$ cat config.mk
export PLATFORM = sky130hd
export DESIGN_NAME = ls_ex_queue
export DESIGN_NICKNAME = d
export VERILOG_FILES = /design/src/rtl/ls_ex_queue.sv
export SDC_FILE = /design/constraint.sdc
export NUM_CORES = 1
export LEC_CHECK = 0
export ABC_CLOCK_PERIOD_IN_PS = 2650
export CAP_MARGIN = 0
export CORE_ASPECT_RATIO = 1.4
export CORE_MARGIN = 5
export CORE_UTILIZATION = 35
export DETAILED_ROUTE_END_ITERATION = 10
export PLACE_DENSITY = 0.56
export SLEW_MARGIN = 20
export SYNTH_ARGS = -nofsm -noshare
export SYNTH_HDL_FRONTEND = slang
export SYNTH_SLANG_ARGS = --single-unit
$ cat constraint.sdc
create_clock -name clk -period 2.65 [get_ports clk]
set_input_delay 0.53 -clock clk [delete_from_list [all_inputs] [get_ports clk]]
set_output_delay 0.53 -clock clk [all_outputs]
set_load 0.01 [all_outputs]
$ cat src/rtl/ls_ex_queue.sv
// Load/store execution queue: in-order FIFO of memory ops feeding a single
// outstanding memctrl transaction, with rollback that kills queued loads.
module ls_ex_queue #(
   parameter int unsigned DEPTH  = 4,
   parameter int unsigned ADDR_W = 32,
   parameter int unsigned DATA_W = 32,
   parameter int unsigned TAG_W  = 4
) (
   input  logic              clk,
   input  logic              rst,
   input  logic              rdy,
   // enqueue side
   input  logic              enable_sign_from_ls,
   input  logic              is_store_from_ls,
   input  logic [1:0]        size_from_ls,
   input  logic              unsigned_from_ls,
   input  logic [TAG_W-1:0]  tag_from_ls,
   input  logic [ADDR_W-1:0] address_from_ls,
   input  logic [DATA_W-1:0] store_data_from_ls,
   output logic              full_sign_to_ls,
   // memory controller side
   output logic              enable_sign_to_memctrl,
   output logic [ADDR_W-1:0] address_to_memctrl,
   output logic [DATA_W-1:0] store_data_to_memctrl,
   output logic [2:0]        size_to_memctrl,
   output logic              load_store_sign_to_memctrl,
   input  logic              finish_sign_from_memctrl,
   input  logic [DATA_W-1:0] load_data_from_memctrl,
   // rollback
   input  logic              rollback_sign_from_rob,
   // load result
   output logic              valid_sign,
   output logic [DATA_W-1:0] data,
   output logic [TAG_W-1:0]  tag
);

   localparam int unsigned PTR_W = $clog2(DEPTH);
   localparam int unsigned CNT_W = PTR_W + 1;
   localparam logic [CNT_W-1:0] DEPTH_C = CNT_W'(DEPTH);
   localparam logic [CNT_W-1:0] FULL_C  = CNT_W'(DEPTH - 1);

   typedef enum logic [0:0] {StIdle, StWaitMem} state_t;

   state_t r_state, w_state_d;

   // queue storage
   logic              r_is_store [DEPTH];
   logic [1:0]        r_size     [DEPTH];
   logic              r_unsigned [DEPTH];
   logic [TAG_W-1:0]  r_tag      [DEPTH];
   logic [ADDR_W-1:0] r_addr     [DEPTH];
   logic [DATA_W-1:0] r_sdata    [DEPTH];
   logic [DEPTH-1:0]  r_killed;

   logic [PTR_W-1:0]  r_head, r_tail;
   logic [CNT_W-1:0]  r_count;

   // registered outputs
   logic              r_mem_en;
   logic [ADDR_W-1:0] r_mem_addr;
   logic [DATA_W-1:0] r_mem_sdata;
   logic [2:0]        r_mem_size;
   logic              r_mem_store;
   logic              r_valid;
   logic [DATA_W-1:0] r_data;
   logic [TAG_W-1:0]  r_res_tag;

   logic              w_enq, w_issue, w_skip, w_complete, w_pop;
   logic [2:0]        w_head_bytes;
   logic [DATA_W-1:0] w_load_ext;

   assign full_sign_to_ls            = (r_count >= FULL_C);
   assign enable_sign_to_memctrl     = r_mem_en;
   assign address_to_memctrl         = r_mem_addr;
   assign store_data_to_memctrl      = r_mem_sdata;
   assign size_to_memctrl            = r_mem_size;
   assign load_store_sign_to_memctrl = r_mem_store;
   assign valid_sign                 = r_valid;
   assign data                       = r_data;
   assign tag                        = r_res_tag;

   // A load arriving together with rollback is already squashed; stores are committed.
   assign w_enq = rdy & enable_sign_from_ls & (r_count < DEPTH_C) &
                  (is_store_from_ls | ~rollback_sign_from_rob);
   assign w_pop = w_skip | w_complete;

   // FSM state register
   always_ff @(posedge clk or negedge rst) begin
      if (!rst) begin
         r_state <= StIdle;
      end else if (rdy) begin
         r_state <= w_state_d;
      end
   end

   // FSM next state: issue live head, drop killed head, wait for memctrl finish
   always_comb begin
      w_state_d  = r_state;
      w_issue    = 1'b0;
      w_skip     = 1'b0;
      w_complete = 1'b0;
      if (rdy) begin
         case (r_state)
            StIdle: begin
               if (r_count != '0) begin
                  if (r_killed[r_head]) begin
                     w_skip = 1'b1;
                  end else begin
                     w_issue   = 1'b1;
                     w_state_d = StWaitMem;
                  end
               end
            end
            StWaitMem: begin
               if (finish_sign_from_memctrl) begin
                  w_complete = 1'b1;
                  w_state_d  = StIdle;
               end
            end
            default: w_state_d = StIdle;
         endcase
      end
   end

   // Byte count of the head entry; encoding 3 behaves as a word
   always_comb begin
      case (r_size[r_head])
         2'd0:    w_head_bytes = 3'd1;
         2'd1:    w_head_bytes = 3'd2;
         default: w_head_bytes = 3'd4;
      endcase
   end

   // Sign/zero extension of the returned load data for the head entry
   always_comb begin
      w_load_ext = load_data_from_memctrl;
      case (r_size[r_head])
         2'd0: w_load_ext = {{(DATA_W-8){~r_unsigned[r_head] & load_data_from_memctrl[7]}},
                             load_data_from_memctrl[7:0]};
         2'd1: w_load_ext = {{(DATA_W-16){~r_unsigned[r_head] & load_data_from_memctrl[15]}},
                             load_data_from_memctrl[15:0]};
         default: w_load_ext = load_data_from_memctrl;
      endcase
   end

   // Queue storage, pointers, memctrl request and result registers
   always_ff @(posedge clk or negedge rst) begin
      if (!rst) begin
         for (int unsigned i = 0; i < DEPTH; i++) begin
            r_is_store[i] <= 1'b0;
            r_size[i]     <= '0;
            r_unsigned[i] <= 1'b0;
            r_tag[i]      <= '0;
            r_addr[i]     <= '0;
            r_sdata[i]    <= '0;
         end
         r_killed    <= '0;
         r_head      <= '0;
         r_tail      <= '0;
         r_count     <= '0;
         r_mem_en    <= 1'b0;
         r_mem_addr  <= '0;
         r_mem_sdata <= '0;
         r_mem_size  <= '0;
         r_mem_store <= 1'b0;
         r_valid     <= 1'b0;
         r_data      <= '0;
         r_res_tag   <= '0;
      end else if (rdy) begin
         r_valid <= 1'b0;

         // kill loads before the enqueue write so a new entry is never marked
         if (rollback_sign_from_rob) begin
            for (int unsigned i = 0; i < DEPTH; i++) begin
               if (!r_is_store[i]) r_killed[i] <= 1'b1;
            end
         end

         if (w_enq) begin
            r_is_store[r_tail] <= is_store_from_ls;
            r_size[r_tail]     <= size_from_ls;
            r_unsigned[r_tail] <= unsigned_from_ls;
            r_tag[r_tail]      <= tag_from_ls;
            r_addr[r_tail]     <= address_from_ls;
            r_sdata[r_tail]    <= store_data_from_ls;
            r_killed[r_tail]   <= 1'b0;
            r_tail             <= r_tail + 1'b1;
         end

         if (w_pop) r_head <= r_head + 1'b1;

         case ({w_enq, w_pop})
            2'b10:   r_count <= r_count + 1'b1;
            2'b01:   r_count <= r_count - 1'b1;
            default: r_count <= r_count;
         endcase

         if (w_issue) begin
            r_mem_en    <= 1'b1;
            r_mem_addr  <= r_addr[r_head];
            r_mem_sdata <= r_sdata[r_head];
            r_mem_size  <= w_head_bytes;
            r_mem_store <= r_is_store[r_head];
         end

         if (w_complete) begin
            r_mem_en <= 1'b0;
            // a load killed while in flight still finishes but reports nothing
            if (!r_is_store[r_head] && !r_killed[r_head] && !rollback_sign_from_rob) begin
               r_valid   <= 1'b1;
               r_data    <= w_load_ext;
               r_res_tag <= r_tag[r_head];
            end
         end
      end
   end

endmodule

======== Word level (Yosys, flattened, before mapping) ========
Index checks and enable logic that the tools add are counted.
word-level totals
  RAM bits ................................ 0
  output and inout bits ................... 107
  memories ................................ 0
  latch bits .............................. 0
  input bits .............................. 110
  bits in registers ....................... 406
  bits in read-only memories .............. 0
cells by class
  multiply operators ...................... 0
  mux-type cells .......................... 63
  reduce and logical (&&, ||, !) cells .... 17
  bitwise logic cells ..................... 14
  add/subtract/negate cells ............... 4
  $lt $le $gt $ge ......................... 8
  equality and inequality tests ........... 3
  shift operators ......................... 0
  divide/modulo/power cells ............... 0
operator list
  operator               number
  $bwmux W128            2
  $mux W32               5
  $bmux W32 S2           2
  $demux W32 S2          1
  $pmux W32 S2           1
  $mux W1                27
  $mux W4                6
  $bwmux W16             1
  $pmux W3 S2            2
  $reduce_and A2 Y1      5
  $bmux W4 S2            1
  $bwmux W4              2
  $bwmux W8              1
  $demux W4 S2           1
  $bmux W1 S2            3
  $ge A3 B3 Y1 const B   2
  $lt A2 B3 Y1 const B   2
  $mux W2                3
  $not A2 Y3             2
  $and A1 B1 Y1          5
  $add A2 B1 Y2 const B  2
  $and A4 B4 Y4          1
  $bmux W2 S2            1
  $demux W1 S2           2
  19 further kinds       29

======== Longest topological paths before layout ========
Gate-level depths: netlist (run 1).
  depth after elaboration ................. 10
  mapped depth ............................ 10
  gate-level depth less buffers ........... 9

======== Worst setup path after synthesis (run 1) ========
OpenSTA, ideal clock, no wires.
  path type ............................... reg2reg
  start point ............................. register r_head[0]
  end point ............................... register r_count[2]
  period minus slack after synthesis ...... 2.313 ns
  buffers on the path ..................... 1
  arrival ................................. 2.187 ns
  cell stages (with the launch flop) ...... 11
  slack ................................... 0.337 ns
  path through ............................ dfrtp_1 -> buf_6 -> mux4_2 -> a31oi_1 -> nor2_1 -> ha_1 -> inv_1 -> fa_1 -> xor2_1 -> nor2_1 -> xor2_1
between the ends
  longest elaborated chain between the ends .. 10
  elaborated cells between the ends (all ways) .. 12
  those cells by class .................... eq/ne: 2; mux: 7; bitwise: 1; reduce/logical: 2
ends and longest elaborated chain
  item                                                 RTL line  source
  start: declaration                                   55        logic [PTR_W-1:0] r_head, r_tail;
  start signal: assignment                             190       if (w_pop) r_head <= r_head + 1'b1;
  $bmux W1 S2 *                                        106       if (r_killed[r_head]) begin
  $mux W1 (implied by the code) *                      106
  $mux W1 *                                            106
  $mux W1 *                                            105       if (r_count != '0) begin
  $mux W1 *                                            103       case (r_state)
  $mux W1 *                                            102       if (rdy) begin
  $or A1 B1 Y1 *                                       85        assign w_pop = w_skip | w_complete;
  $eq A2 B1 Y1 / $eq A2 B2 Y1 (equally long branches)  192       case ({w_enq, w_pop})
  $reduce_bool A2 Y1 (no line)                         --
  $reduce_and A2 Y1 (no line)                          --
  end signal: assignment                               193       2'b10: r_count <= r_count + 1'b1;
  end signal: assignment                               194       2'b01: r_count <= r_count - 1'b1;
  end signal: assignment                               195       default: r_count <= r_count;
  end: declaration                                     56        logic [CNT_W-1:0] r_count;
Mark *: on every way between the ends. The rest lies on a longest branch, timed or not. The select of a mux whose other input is x is not followed.
A chain may end at the register's enable or synchronous reset.

======== Final worst setup path (run 1) ========
  start point ............................. register r_head[0]
  end point ............................... register r_data[26], in the netlist data[26]
between the ends
  longest elaborated chain between the ends .. 8
  elaborated cells between the ends (all ways) .. 23
  those cells by class .................... eq/ne: 1; mux: 12; bitwise: 4; reduce/logical: 6
ends and longest elaborated chain
  item                                         RTL line  source
  $not A2 Y3 (implied by the code)             --
  $bmux W1 S2                                  209       if (!r_is_store[r_head] && !r_killed[r_head] && !rollback_sign_from_rob) begin
  $mux W1 (implied by the code) (2 in series)  209
  $logic_not A1 Y1                             209
  $logic_and A1 B1 Y1 (2 in series)            209
  $reduce_and A3 Y1 (no line)                  --
  end signal: assignment                       211       r_data <= w_load_ext;
  end: declaration                             65        logic [DATA_W-1:0] r_data;
Parallel ways exist; a longest one is shown, timed or not. The select of a mux whose other input is x is not followed.

==> qor.csv, run 1 <==
stage,metric,value,unit
outcome,status,"complete, no violations",
route,drt_first_pass_iters,5,
job,cap_violations,0,
clocking,post-cts-setup-buffers,0,
yosys,synth_most_common_cell,dfrtp_1,
yosys,syn_area_per_cell,16.3,sq um
route,drcViolationCount,0,
global_routing,track_usage,0.152,
yosys,synth_cell_types,32,
place,port_buffers,216,
final_layout,area_growth,28.6,%
global_routing,grt_max_degree,79,
worst_setup_path,path_class,reg -> reg,
sta,setup_viol,0,
power_and_ir_drop,pwr_density_cell,1180,nW/um^2
worst_setup_path,cp_slowest_cell,mux4_2,
yosys,synth_top_cells_by_count,"dfrtp_1, mux2_2, mux4_2, clkbuf_1, nor2_1",
die,die_w,196,microns
yosys,ys.flop_type,dfrtp_1,
sta,post-route-period-util,0.927,
clocking,clock-root-buffer,clkbuf_16,
worst_setup_path,cp-startpoint,r_head[0],
worst_setup_path,reg2reg_from,r_head[0],
worst_setup_path,crit_path_max_incr_delay,0.62,ns
power_and_ir_drop,p_leak,9.53,nW
yosys,synth_cells,1044,
final_layout,finish.utilization,0.455,
worst_setup_path,worstPathArrival,2.91,ns
die,initial_core_util,0.354,
worst_setup_path,worstPathCellList,buf_16 > mux4_2 > mux2i_1 > or3_1 > a31oi_1,
worst_setup_path,cp.required,3.10,ns
sta,finalSetupTns,0,ns
yosys,synth_area_leaders,"dfrtp_1, mux2_2, mux4_2",
die,fp-row-count,95,
global_routing,met3_usage,0.0269,
global_routing,busiest_layer,met2,
global_routing,grtUsageMet2,0.263,
clocking,clk_pin_slew,0.06,ns
sta,worst_slew_pin_slew,0.747,ns
die,die_height,271,microns
place,place_congestion,0.714,
place,place_area,20400,sq um
global_routing,grt_pass1_vias,11000,
sta,timing.slew.headroom,0.502,
clocking,numClockSinks,406,
route,drtIter0Drc,296,
final_layout,nets,1409,
global_routing,grt_use_met1,0.196,
sta,hold_viol,0,
global_routing,overflow,0,
final_layout,final_area,21900,sq um
yosys,synth_seq_cells,406,
worst_setup_path,worstPathMaxFanout,41,
yosys,synth_edf_count,0,
hold_path,hp-class,in -> async,
clocking,cts_tree,yes,
yosys,synth_top_area_frac,0.597,
sta,worst_slack,0.192,ns
route,antenna_left,0,
route,wl_per_cell,20.3,microns
final_layout,drive_gt1_frac,0.425,
route,drt-total-wl,39.8,mm
worst_setup_path,crit_family,multiplexers,
place,hpwl,25.7,mm
sta,skew,0.0142,ns
sta,hold_slack,0.0279,ns
worst_setup_path,startpoint_type,register,
die,core-area,48000,sq um
global_routing,grt_pass1_wl,64.4,mm
route,vias,9713,
die,dieArea,53200,sq um
sta,rsz0062_at_grt,no,
yosys,synth_nets,1160,
clocking,clock_latency,0.55,ns
clocking,clockBufferDepth,3,
worst_setup_path,critPathBufInv,1,
sta,period_minus_slack,2.46,ns
yosys,syn_area,17000,sq um
yosys,ys_async_sr_fraction,1.00,
route,via_per_inst,4.96,
worst_setup_path,end_kind,register,
clocking,cts_buffers,43,
global_routing,antenna_found_initial,5,
yosys,ys_seq_area_frac,0.597,
sta,drv_slew,0,
power_and_ir_drop,ir_drop,0.572,mV
die,ioPinCount,217,
sta,fmax,407,MHz
place,dp_slack,0.0573,ns
yosys,synth_top_cell_by_area,dfrtp_1,
yosys,ys_warn_count,0,
clocking,h-tree-depth,2,
-- power breakdown --
part	internal (mW)	leakage [nW]	switching (mW)
clock network	3.82	0.719	2.43
registers	9.07	5.06	1.42
logic	5.66	3.76	3.44
-- sequential cells by signal, indices dropped and copies added (netlist names), 8 cells and up --
signal / count
address_to_memctrl: 32
data: 32
r_addr: 128
r_sdata: 128
r_size: 8
r_tag: 16
store_data_to_memctrl: 32
-- stage by stage --
step	total power [mW]	std cells
after floorplan	16.3	1044
after global placement	19.6	1878
after detailed placement	19.9	1878
after CTS	26.3	1953
after global routing	27.5	1956
final	25.9	1957
-- path summary, 6_finish.rpt --
kind                                                   to  slack, ns  cells past startpoint
worst max-delay path                             data[26]       0.19                      5
worst min-delay path                          r_sdata[86]       0.03                      1
worst max register to register                   data[26]       0.19                      5
worst min register to register     enable_sign_to_memctrl       0.47                      1
max in group asynchronous       store_data_to_memctrl[27]       1.86                      2
min in group clk                   enable_sign_to_memctrl       0.47                      1
-- cell families (layout without fill, tap and decap cells) --
logic type | count (synthesis) | after routing | synth area share
XOR/XNOR | 6 | 6 | 0.00309
other | 0 | 4 | 0
flip-flops | 406 | 406 | 0.597
adder cells (fa/ha/maj) | 6 | 6 | 0.00485
buffers and inverters | 72 | 351 | 0.0197
AND/OR/NAND/NOR | 69 | 69 | 0.0196
multiplexers | 441 | 441 | 0.340
AO/OA/AOI/OAI | 44 | 44 | 0.0154
-- layout make-up --
| type | instances | area [sq um] |
|---|---|---|
| antenna | 4 | 10.0 |
| clock buffer | 61 | 1230 |
| timing repair buffer | 266 | 2850 |
| sequential | 406 | 10200 |
| clock inverter | 14 | 234 |
| tap | 630 | 788 |
| multi-input combinational | 566 | 6550 |
| fill | 4309 | 26200 |
| inverter | 10 | 37.5 |
-- cells in the final DEF (no fill, tap or decap), types with 9 or more instances in the layout --
master,count
a31oi_1,17
clkbuf_16,43
nor2_1,30
clkbuf_8,9
clkbuf_1,9
dfrtp_1,404
clkdlybuf4s50_1,215
a21oi_1,16
mux4_2,73
inv_1,10
nand2_1,22
buf_4,26
mux2_2,360
buf_12,23
-- per-layer routing --
metal	part of all wire	routed length, microns
met1	0.42	16700
met2	0.52	20500
met3	0.044	1740
met4	0.022	874
met5	0.00033	13
-- repair_timing --
item / CTS / global route
resized for setup: 0 / 2
hold buffers: 0 / 0
hold endpoints to repair: 0 / 0
setup endpoints to repair: 0 / 2
No activity file was read; power rests on OpenSTA's default activity.
==> run 2: changes to the inputs <==
CTS_CLUSTER_SIZE = 30   (was unset)
==> results of run 2 <==
Final layout, timing and power as in run 1 (identical DEF).
==> run 3: changes to the inputs <==
CELL_PAD_IN_SITES_DETAIL_PLACEMENT = 1   (was unset)
CELL_PAD_IN_SITES_GLOBAL_PLACEMENT = 1   (was unset)
PLACE_DENSITY = 0.64   (was 0.56)
==> run 3 against run 2 <==
Combinational power is essentially flat. Clock power shrank 1%. Sequential power is essentially flat. Critical path depth grew 4. Register-to-register slack gained 0.12 ns. Clock-buffer cell count grew 4. Critical path type unchanged. Flip-flop and latch count is the same. Clock skew grew 0.0088 ns. Maximum frequency grew 5.0%. Worst hold slack gained 0.46 ns. Die area is the same.
==> qor.csv, run 3 (synthesis results as in run 1) <==
stage,metric,value,unit
die,fp-row-count,95,
clocking,clock_latency,0.54,ns
clocking,clockBufferDepth,3,
route,drcViolationCount,0,
outcome,status,"complete, no violations",
global_routing,track_usage,0.159,
clocking,cts_resized,0,
worst_setup_path,crit_family,adder cells,
worst_setup_path,critPathBufInv,1,
sta,skew,0.0231,ns
clocking,clk_pin_slew,0.06,ns
clocking,numClockSinks,406,
final_layout,final_cells,1961,
die,ioPinCount,217,
sta,fmax,427,MHz
global_routing,grt_pass1_vias,11300,
final_layout,layout_commonest_cell,dfrtp_1,
place,place_congestion,0.721,
clocking,clock-root-buffer,clkbuf_16,
route,vias,9823,
hold_path,hp-class,reg -> reg,
sta,period_minus_slack,2.34,ns
final_layout,final_area,21900,sq um
final_layout,area_growth,28.5,%
place,place_area,20400,sq um
power_and_ir_drop,pwr_density_cell,1180,nW/um^2
final_layout,reg_top3,"r_addr (128), r_sdata (128)",
power_and_ir_drop,ir_drop,0.785,mV
clocking,cts_tree,yes,
route,via_per_inst,5.01,
sta,post-route-period-util,0.883,
global_routing,antenna_found_initial,4,
global_routing,grt_pass1_wl,67.5,mm
route,antenna_left,0,
die,die_height,271,microns
worst_setup_path,cp.depth,9,
final_layout,final_cell_mix,"dfrtp_1, mux2_2, clkdlybuf4s50_1",
die,core-area,48000,sq um
route,drt-total-wl,41.8,mm
final_layout,drive_gt1_frac,0.425,
clocking,post-cts-setup-buffers,0,
worst_setup_path,end_kind,register,
worst_setup_path,worstPathMaxFanout,3,
sta,worst_slew_pin_slew,0.801,ns
route,drt_first_pass_iters,4,
clocking,ctsHoldBuffers,0,
sta,setup_viol,0,
worst_setup_path,path_class,reg -> reg,
sta,hold_viol,0,
worst_setup_path,reg2regPathDepth,9,
global_routing,grt_max_degree,76,
route,drtIter0Drc,304,
place,dp.cells,1882,
worst_setup_path,crit_path_max_incr_delay,0.48,ns
worst_setup_path,worstPathCellList,mux4_2 > a31oi_1 > nor2_1 > ha_1 > inv_1 > fa_1 > xor2_1 > nor2_1 > xor2_1,
route,wl_per_cell,21.3,microns
clocking,h-tree-depth,2,
clocking,cts_buffers,43,
sta,timing.slew.headroom,0.466,
place,hpwl,27.7,mm
die,initial_core_util,0.354,
sta,finalSetupTns,0,ns
sta,drv_slew,0,
power_and_ir_drop,p_leak,9.54,nW
final_layout,nets,1414,
worst_setup_path,worstPathArrival,2.79,ns
place,port_buffers,216,
worst_setup_path,cp_slowest_cell,dfrtp_4,
sta,rsz0062_at_grt,no,
worst_setup_path,cp.required,3.10,ns
die,dieArea,53200,sq um
hold_path,worstHoldPathCells,1,
power_and_ir_drop,total_power,25.8,mW
job,cap_violations,0,
global_routing,overflow,0,
final_layout,finish.utilization,0.455,
worst_setup_path,startpoint_type,register,
die,die_w,196,microns
==> run 3: cell type report <==
cell class	count	area, sq um
Timing Repair Buffer	271	2860
Sequential cell	406	10200
Tap cell	630	788
Fill cell	4736	26200
Inverter	10	37.5
Clock buffer	65	1290
Antenna cell	1	2.50
Multi-Input combinational cell	566	6550
Clock inverter	12	169
==> run 3: worst paths after layout <==
check                                       startpoint                      to  slack, ns
max in group asynchronous                          rst                data[27]       1.25
worst max-delay path                         r_head[0]              r_count[2]       0.31
worst max register to register               r_head[0]              r_count[2]       0.31
worst min-delay path            address_to_memctrl[26]  address_to_memctrl[26]       0.49
worst min register to register  address_to_memctrl[26]  address_to_memctrl[26]       0.49
min in group asynchronous                          rst             r_sdata[92]       0.54
==> run 3: power by group <==
part           internal [mW]  switching, mW  leakage (nW)
logic                   5.61           3.50          3.77
registers               9.07           1.47          5.06
clock network           3.75           2.44         0.713
total                   18.4           7.41          9.54
==> run 3: per-stage QoR <==
stage	hold slack, ns	setup slack, ns
after floorplan	0.234	0.337
after global placement	0.476	0.122
after detailed placement	0.477	0.113
after CTS	0.0102	0.250
after global routing	0.506	0.0865
final	0.486	0.309
==> run 3: metal layers <==
layer,track usage,share of wire,wire (microns),vias up
met5,0,0.0011,44,-
met3,0.0321,0.043,1790,54
li1,-,-,-,4335
met1,0.205,0.42,17700,5267
met4,0.0401,0.021,871,6
met2,0.273,0.51,21300,161
